--- src/rtl/player_action_ctrl.sv ---
// player_action_ctrl
//   Per-player action generator fed by the keycode decoder. Four key levels
//   (A/S = P1 dive/kick, K/L = P2 dive/kick) are sampled on the frame tick,
//   optionally debounced, edge-detected, and resolved per player into one
//   action event (dive, kick, or the dive+kick "special" chord). Each event
//   is held under a valid/ack handshake until consumed.
//
//   Build option: INPUT_DEBOUNCE_EN
//     defined   - a level change needs DEBOUNCE_FRAMES consecutive
//                 disagreeing frame ticks.
//     undefined - levels are resampled on every frame tick; DEBOUNCE_FRAMES
//                 is ignored and no counters are built.
//
//   Ports
//     Clk, Reset                   clock, synchronous active-high reset
//     frame_tick                   one-cycle pulse per video frame
//     a_on, s_on, k_on, l_on       decoded key levels
//     p1_evt_ack, p2_evt_ack       consumer takes the pending event
//     p1_evt_valid, p2_evt_valid   event pending
//     p1_evt, p2_evt               01 dive, 10 kick, 11 special, 00 idle
//     p1_held, p2_held             debounced levels {kick, dive}

// One player's chord resolver. rise is {kick, dive}.
module player_action_fsm #(
    parameter int CHORD_FRAMES = 3
) (
    input  logic       Clk,
    input  logic       Reset,
    input  logic       frame_tick,
    input  logic [1:0] rise,
    input  logic       evt_ack,
    output logic       evt_valid,
    output logic [1:0] evt
);
    localparam logic [1:0] ST_IDLE  = 2'd0;
    localparam logic [1:0] ST_CHORD = 2'd1;
    localparam logic [1:0] ST_PEND  = 2'd2;
    localparam int WIN_W = (CHORD_FRAMES < 2) ? 1 : $clog2(CHORD_FRAMES + 1);

    logic [1:0]       state;
    logic [WIN_W-1:0] win;
    logic             first_kick;   // button that opened the chord window
    logic [1:0]       code;
    logic             partner_rise;

    assign partner_rise = first_kick ? rise[0] : rise[1];

    always_ff @(posedge Clk) begin
        if (Reset) begin
            state      <= ST_IDLE;
            win        <= '0;
            first_kick <= 1'b0;
            code       <= 2'b00;
        end else begin
            case (state)
                ST_IDLE: begin
                    if (rise == 2'b11) begin
                        state <= ST_PEND;
                        code  <= 2'b11;
                    end else if (rise != 2'b00) begin
                        if (CHORD_FRAMES == 0) begin
                            state <= ST_PEND;
                            code  <= rise;
                        end else begin
                            state      <= ST_CHORD;
                            win        <= WIN_W'(CHORD_FRAMES);
                            first_kick <= rise[1];
                        end
                    end
                end
                ST_CHORD: begin
                    // Partner rise is checked first so it beats an expiring tick.
                    if (partner_rise) begin
                        state <= ST_PEND;
                        code  <= 2'b11;
                    end else if (frame_tick) begin
                        if (win == WIN_W'(1)) begin
                            state <= ST_PEND;
                            code  <= first_kick ? 2'b10 : 2'b01;
                        end else begin
                            win <= win - 1'b1;
                        end
                    end
                end
                ST_PEND: begin
                    if (evt_ack) state <= ST_IDLE;
                end
                default: state <= ST_IDLE;
            endcase
        end
    end

    assign evt_valid = (state == ST_PEND);
    assign evt       = evt_valid ? code : 2'b00;
endmodule

module player_action_ctrl #(
    parameter int DEBOUNCE_FRAMES = 2,
    parameter int CHORD_FRAMES    = 3
) (
    input  logic       Clk,
    input  logic       Reset,
    input  logic       frame_tick,
    input  logic       a_on,
    input  logic       s_on,
    input  logic       k_on,
    input  logic       l_on,
    input  logic       p1_evt_ack,
    input  logic       p2_evt_ack,
    output logic       p1_evt_valid,
    output logic       p2_evt_valid,
    output logic [1:0] p1_evt,
    output logic [1:0] p2_evt,
    output logic [1:0] p1_held,
    output logic [1:0] p2_held
);
    // Lane order {l, k, s, a}: bits [1:0] are P1 {kick, dive}, [3:2] are P2.
    logic [3:0]      raw, db, db_q, rise;
    logic [1:0]      ack, evt_valid;
    logic [1:0][1:0] evt;

    assign raw = {l_on, k_on, s_on, a_on};
    assign ack = {p2_evt_ack, p1_evt_ack};

`ifdef INPUT_DEBOUNCE_EN
    localparam int CNT_W = (DEBOUNCE_FRAMES < 2) ? 1 : $clog2(DEBOUNCE_FRAMES + 1);
    logic [3:0][CNT_W-1:0] cnt;

    // cnt counts consecutive disagreeing ticks; it is cleared whenever the
    // raw level agrees again, so a glitch shorter than the threshold is lost.
    always_ff @(posedge Clk) begin
        if (Reset) begin
            db  <= '0;
            cnt <= '0;
        end else if (frame_tick) begin
            for (int i = 0; i < 4; i++) begin
                if (raw[i] == db[i]) begin
                    cnt[i] <= '0;
                end else if (cnt[i] == CNT_W'(DEBOUNCE_FRAMES - 1)) begin
                    db[i]  <= raw[i];
                    cnt[i] <= '0;
                end else begin
                    cnt[i] <= cnt[i] + 1'b1;
                end
            end
        end
    end
`else
    always_ff @(posedge Clk) begin
        if (Reset)           db <= '0;
        else if (frame_tick) db <= raw;
    end
`endif

    always_ff @(posedge Clk) begin
        if (Reset) db_q <= '0;
        else       db_q <= db;
    end

    // Only presses matter; releases never generate an event.
    assign rise = db & ~db_q;

    for (genvar p = 0; p < 2; p++) begin : g_player
        player_action_fsm #(
            .CHORD_FRAMES(CHORD_FRAMES)
        ) u_fsm (
            .Clk       (Clk),
            .Reset     (Reset),
            .frame_tick(frame_tick),
            .rise      (rise[2*p+1 -: 2]),
            .evt_ack   (ack[p]),
            .evt_valid (evt_valid[p]),
            .evt       (evt[p])
        );
    end

    assign p1_evt_valid = evt_valid[0];
    assign p2_evt_valid = evt_valid[1];
    assign p1_evt       = evt[0];
    assign p2_evt       = evt[1];
    assign p1_held      = db[1:0];
    assign p2_held      = db[3:2];
endmodule

--- config.mk ---
export PLATFORM = sky130hd
export DESIGN_NAME = player_action_ctrl
export DESIGN_NICKNAME = d
export VERILOG_FILES = /design/src/rtl/player_action_ctrl.sv
export SDC_FILE = /design/constraint.sdc
export NUM_CORES = 1
export LEC_CHECK = 0
export ABC_CLOCK_PERIOD_IN_PS = 4800
export BUFFER_PORTS_ARGS = -buffer_cell sky130_fd_sc_hd__clkbuf_2
export CAP_MARGIN = 20
export CORE_MARGIN = 1
export CORE_UTILIZATION = 58
export CTS_CLUSTER_SIZE = 16
export DETAILED_ROUTE_END_ITERATION = 6
export PLACE_DENSITY = 0.91
export SLEW_MARGIN = 25
export SYNTH_ARGS = -nofsm -noshare
export SYNTH_HDL_FRONTEND = slang
export SYNTH_HIERARCHICAL = 1
export SYNTH_SLANG_ARGS = --single-unit
--- constraint.sdc ---
create_clock -name Clk -period 4.8 [get_ports Clk]
set_clock_uncertainty 0.1 [all_clocks]
set_input_delay 0.48 -clock Clk [delete_from_list [all_inputs] [get_ports Clk]]
set_output_delay 0.48 -clock Clk [all_outputs]
set_load 0.01 [all_outputs]
==> results of run 1 <==
## through the flow
step / power [W] / std cells
5_1_grt: 0.0004004 / 161
6_report: 0.0003821 / 161
4_1_cts: 0.0003858 / 161
3_5_place_dp: 0.0002860 / 157
2_1_floorplan: 0.0002695 / 119
3_3_place_gp: 0.0002802 / 157
## area by class of cell
cell class	instances	area share
clock buffers	4	0.02883
flip-flops and latches	22	0.3499
repair buffers	18	0.07157
well taps	25	0.02485
multi-input cells	84	0.5010
inverters	8	0.02386
## logic make-up after synthesis
group           Yosys count  synth area share
simple gates             44            0.2394
flops                    22            0.3830
mux                       8           0.07617
compound gates           26            0.1676
buf+inv                  13           0.06855
fa+ha+maj                 6           0.06529
## flip-flops by register name (all words and copies together), names as in the netlist
| signal | count |
|---|---|
| g_player.u_fsm/win | 4 |
| db_q | 4 |
| g_player.u_fsm/state | 4 |
| g_player.u_fsm/code | 4 |
| g_player.u_fsm/first_kick | 2 |
| db | 4 |
## layer usage
metal / part of all wire / vias up / track usage
met2: 0.49 / 37 / 0.3611
met3: 0.060 / 4 / 0.03529
met5: 0 / - / 0
met4: 0.016 / 0 / 0.1059
li1: - / 459 / -
met1: 0.44 / 430 / 0.2710
## worst min path at each step
stage                                    from                        end  slack, ps  cells past startpoint
floorplan           g_player[0].u_fsm/code[0]  g_player[0].u_fsm/code[0]        330                      1
global placement    g_player[0].u_fsm/code[1]  g_player[0].u_fsm/code[1]        340                      1
detailed placement  g_player[1].u_fsm/code[0]  g_player[1].u_fsm/code[0]        350                      1
CTS                                      l_on                      db[3]        300                      3
global route                             a_on                      db[0]        320                      3
finish                                   l_on                      db[3]        310                      3
## worst min-delay path, stage by stage
cell      delay [ps]
clkbuf_2          80
mux2i_1           50
nor2_1            70
## power groups by stage
stage | Sequential (W) | Clock [W] | Combinational [W]
2_1_floorplan | 0.000210 | 0 | 0.0000600
3_3_place_gp | 0.000215 | 0 | 0.0000647
3_5_place_dp | 0.000217 | 0 | 0.0000692
4_1_cts | 0.000212 | 0.000104 | 0.0000693
5_1_grt | 0.000215 | 0.000108 | 0.0000777
6_report | 0.000213 | 0.0000998 | 0.0000698
## Yosys cell counts
cell type,instances,share of area
o2bb2ai_1,2,0.015
a31oi_1,4,0.022
nor3_1,4,0.017
nor2b_1,12,0.065
mux2i_1,6,0.052
nor2_1,10,0.033
a211o_1,2,0.015
buf_4,2,0.013
and4b_1,2,0.017
and4bb_1,2,0.022
mux2i_2,2,0.024
nand2_1,2,0.0065
nor3b_1,4,0.026
a21oi_1,6,0.026
a211oi_1,2,0.013
and2_1,4,0.022
o21ai_0,2,0.0087
dfxtp_1,22,0.38
o21a_1,4,0.026
nand3_1,2,0.0087
inv_1,8,0.026
nor4_2,2,0.022
buf_6,3,0.029
a311oi_1,2,0.015
a311oi_2,2,0.026
ha_1,6,0.065
==> results.tsv, run 1 <==
stage	metric	value	unit
pwr	combPwrFrac	0.183	
floorplan	start_util	0.6449	
critical_path	reg2reg_to	g_player[0].u_fsm/win[0]	
cts	cts_buffer_depth	2	
sta	max_freq	519.2	MHz
floorplan	dieArea	0.002165	mm2
routing	wl_per_cell	13.03	um
critical_path	cp-endpoint	p2_evt[1]	
outcome	outcome	finished, final reports clean	
pwr	vdd_ir_drop_max	0.0002575	V
cts	post_cts_buffers	0	
logic_synthesis	synth_cell_types	26	
finish	diodes	0	
floorplan	core.rowCount	15	
critical_path	critPathKind	reg -> out	
critical_path	reg2reg_from	db[1]	
floorplan	core-area	0.001783	mm2
global_routing	overflow	0	
critical_path	path_cells	nor2b_1, and2_1, clkbuf_2	
floorplan	die_x	46.53	um
critical_path	ff2ff_path_depth	6	
logic_synthesis	ys_warn_count	6	
global_routing	antenna_found_initial	0	
routing	num_vias	930	
sta	post-route-min-period	1926	ps
finish	multi_input_area	630.6	um2
logic_synthesis	synth_nets	134	
logic_synthesis	synth_area	0.001150	mm2
pwr	p_switching	0.0001044	W
critical_path	slowest_stage	dfxtp_1	
place	post-place-ws	2998	ps
sta	rsz0062_at_grt	no	
logic_synthesis	ys_seq_elements	22	
finish	design_area	0.001259	mm2
global_routing	grt_pass1_vias	790	
sta	worst_slack	2874	ps
routing	firstDrtPassIters	4	
critical_path	cp-end-kind	output port	
global_routing	grt_max_degree	23	
logic_synthesis	syn_area_per_cell	9.663	um2
sta	min_period_over_period	0.4012	
cts	cts.htree.levels	1	
routing	routed_via_density	5.776	
routing	drc	0	
pwr	internal_power	0.0002777	W
floorplan	io-pin-count	19	
critical_path	critPathLaunch	g_player[1].u_fsm/state[1]	
logic_synthesis	synth_cells	119	
cts	ctsHoldBuffers	0	
pwr	power_frac_clock	0.261	
critical_path	critPathMaxFanout	10	
cts	cts_resized	0	
critical_path	cp.required	4220	ps
global_routing	grt.total_usage	0.2183	
critical_path	crit_buf_inv	1	
global_routing	grt_first_pass_wirelength	3284	um
min_path	hp-class	in -> reg	
place	io_buffers	18	
pwr	switching_share	0.2733	
sta	finalSetupTns	0	ps
routing	drtIter0Drc	44	
job	maxCapViolCount	0	
finish	drive_gt1_frac	0.2059	
pwr	p_per_area	303.6	mW/mm2
pwr	power.leakage	0.5240	nW
critical_path	arrival	1350	ps
sta	fin_hold_ws	311.5	ps
finish	fin_nets	152	
sta	finalHoldViolCount	0	
finish	seq_area	440.4	um2
critical_path	reg2reg_slack	2970	ps
place	dp_hpwl	1508	um
sta	setup_violations	0	
logic_synthesis	yosysSeqAreaShare	0.3830	
finish	synthToLayoutAreaGrowth	9.467	%
sta	slew_headroom	0.6988	
finish	fin_util	0.7060	
place	globalplace.congestion	0.7781	
routing	ant_nets	0	
routing	wirelength	2098	um
critical_path	cpPeakStageDelay	530	ps
critical_path	critPathLaunchType	flop	
floorplan	die_y	46.53	um
sta	slew_viol_final	0	
cts	cts.reportedPaths.clkPinSlew	110	ps
place	placed_area	0.001222	mm2
cts	cts_tree	yes	
cts	cts-buffers-inserted	3	
cts	cts-root-buf	clkbuf_4	
cts	cts.sinks	22	
finish	nFillCells	130	
critical_path	path_depth	3	
sta	tightest_slew	443.1	ps
cts	clk_latency	300	ps
pwr	seq_power_share	0.556	
critical_path	cp_top_family	flip-flops	
finish	final_cell_mix	dfxtp_1, clkbuf_2, nor2b_1	
finish	final_common_cell	dfxtp_1	
(Power assumes the default switching activity.)
==> run 2, diff against run 1 <==
- ABC_CLOCK_PERIOD_IN_PS: 4800 -> 1900
- CORE_UTILIZATION: 58 -> 54
- PLACE_DENSITY: 0.91 -> 0.86
- clock period: 4.8 -> 1.9 ns (I/O delays scaled with it)
==> run 2 against run 1 <==
Effect of this change: flip-flop and latch count stayed put; non-clock buffer count up 2; worst setup slack got worse by 2700 ps; register-to-register slack lost 2800 ps; total power grew 140%; global-route usage down 2.4 points; core utilization down 6.6 points; via count fell by 2.4%; critical path type is now reg -> reg; critical endpoint is now g_player[1].u_fsm/win[0].
==> results.tsv, run 2 (synthesis gave the netlist of run 1 again) <==
stage	metric	value	unit
outcome	outcome	finished, final reports clean	
min_path	hp-class	in -> reg	
finish	fin_util	0.6395	
routing	drc	0	
routing	wirelength	2080	um
critical_path	reg2reg_from	db[3]	
finish	instances_no_fill	164	
min_path	worstHoldPathCells	3	
routing	wl_per_cell	12.68	um
cts	cts.htree.levels	1	
critical_path	cpPeakStageDelay	360	ps
pwr	combPwrFrac	0.196	
sta	max_freq	584.2	MHz
routing	routed_via_density	5.537	
finish	final_common_cell	dfxtp_1	
sta	setup_violations	0	
sta	finalSetupTns	0	ps
pwr	switching_share	0.2824	
global_routing	grt_first_pass_wirelength	3153	um
finish	drive_gt1_frac	0.2263	
job	maxCapViolCount	0	
place	io_buffers	18	
cts	cts-root-buf	clkbuf_4	
routing	drtIter0Drc	11	
cts	cts.reportedPaths.clkPinSlew	120	ps
place	dp_hpwl	1539	um
sta	post-route-min-period	1712	ps
finish	diodes	0	
sta	rsz0062_at_grt	no	
floorplan	dieArea	0.002318	mm2
finish	final_cell_mix	dfxtp_1, clkbuf_2, nor2b_1, nor2_1, inv_1	
pwr	total_power	0.0009233	W
cts	ctsHoldBuffers	0	
global_routing	grt.total_usage	0.1945	
global_routing	grt_pass1_vias	753	
critical_path	path_depth	6	
cts	cts.sinks	22	
critical_path	critPathLaunch	db[3]	
floorplan	die_y	48.15	um
critical_path	cp-end-kind	flop	
cts	cts_buffer_depth	2	
pwr	power_frac_clock	0.222	
sta	finalHoldViolCount	0	
pwr	internal_power	0.0006625	W
cts	clk_latency	290	ps
sta	fin_hold_ws	29.26	ps
sta	slew_headroom	0.6784	
critical_path	critPathMaxFanout	4	
floorplan	core-area	0.001982	mm2
critical_path	arrival	1820	ps
global_routing	antenna_found_initial	0	
cts	cts-buffers-inserted	3	
critical_path	path_cells	nor2b_1, buf_4, ha_1, nor4_2, a211oi_1, a311oi_1	
pwr	p_per_area	728.5	mW/mm2
floorplan	die_x	48.15	um
pwr	p_switching	0.0002608	W
sta	slew_viol_final	0	
critical_path	crit_buf_inv	1	
global_routing	grt_max_degree	23	
pwr	vdd_ir_drop_max	0.0007609	V
place	globalplace.congestion	0.7495	
floorplan	start_util	0.5802	
finish	fin_nets	154	
critical_path	slowest_stage	dfxtp_1	
floorplan	io-pin-count	19	
cts	post_cts_buffers	0	
floorplan	core.rowCount	16	
routing	firstDrtPassIters	4	
critical_path	critPathKind	reg -> reg	
critical_path	critPathLaunchType	flop	
critical_path	ff2ff_path_depth	6	
critical_path	cp_top_family	simple AND/OR/NAND/NOR gates	
pwr	power.leakage	0.5280	nW
cts	cts_tree	yes	
routing	ant_nets	0	
sta	min_period_over_period	0.9010	
critical_path	cp.required	2010	ps
pwr	seq_power_share	0.582	
place	place_inst	161	
min_path	min_from	a_on	
global_routing	overflow	0	
routing	num_vias	908	
finish	synthToLayoutAreaGrowth	10.23	%
sta	tightest_slew	473.0	ps
## run 2: cell count changes in the layout (fill, tap and decap cells not counted), sizes merged
cell	change
buf	+2
clkbuf	-1
## run 2: timing repair
item / in CTS / in global routing
resized for setup: 0 / 2
hold endpoints to repair: 0 / 0
endpoints found under the setup margin: 0 / 3
## run 2: power groups by stage
stage                     registers (W)  logic (W)  clock network [W]
after floorplan                0.000529   0.000152                  0
after global placement         0.000544   0.000167                  0
after detailed placement       0.000548   0.000181                  0
after CTS                      0.000537   0.000181           0.000210
after global routing           0.000544   0.000203           0.000226
final                          0.000538   0.000181           0.000205
## run 2: path summary, 6_finish.rpt
check | end | slack, ps
max | g_player[1].u_fsm/win[0] | 190
min | db[0] | 30
max reg2reg | g_player[1].u_fsm/win[0] | 190
min reg2reg | g_player[1].u_fsm/code[1] | 370
## run 2: worst reg2reg max path: cells and delay by family, from the launching register on
family,cells,cell delay (ps)
fa+ha+maj,1,220
simple gates,2,460
buf+inv,1,150
compound gates,2,350
flops,1,360
## run 2: layout make-up
class	instances	area (um2)
clock buffer	3	22.52
sequential	22	440.4
tap	27	33.78
inverter	8	30.03
timing repair buffer	20	105.1
fill	175	714.4
multi-input combinational	84	635.6
## run 2: metrics by stage
stage	setup WS (ps)	cell area [um2]
finish	188.1	1267
global route	54.33	1267
CTS	117.5	1262
detailed placement	145.1	1240
global placement	267.2	1240
floorplan	225.6	1150
## run 2: routing by layer
layer  wire length (um)  track usage  up-vias
met3                 66      0.02222        2
met2               1065       0.3573       24
li1                   -            -      459
met5                  0            0        -
met4                 12      0.05000        0
met1                935       0.2385      423
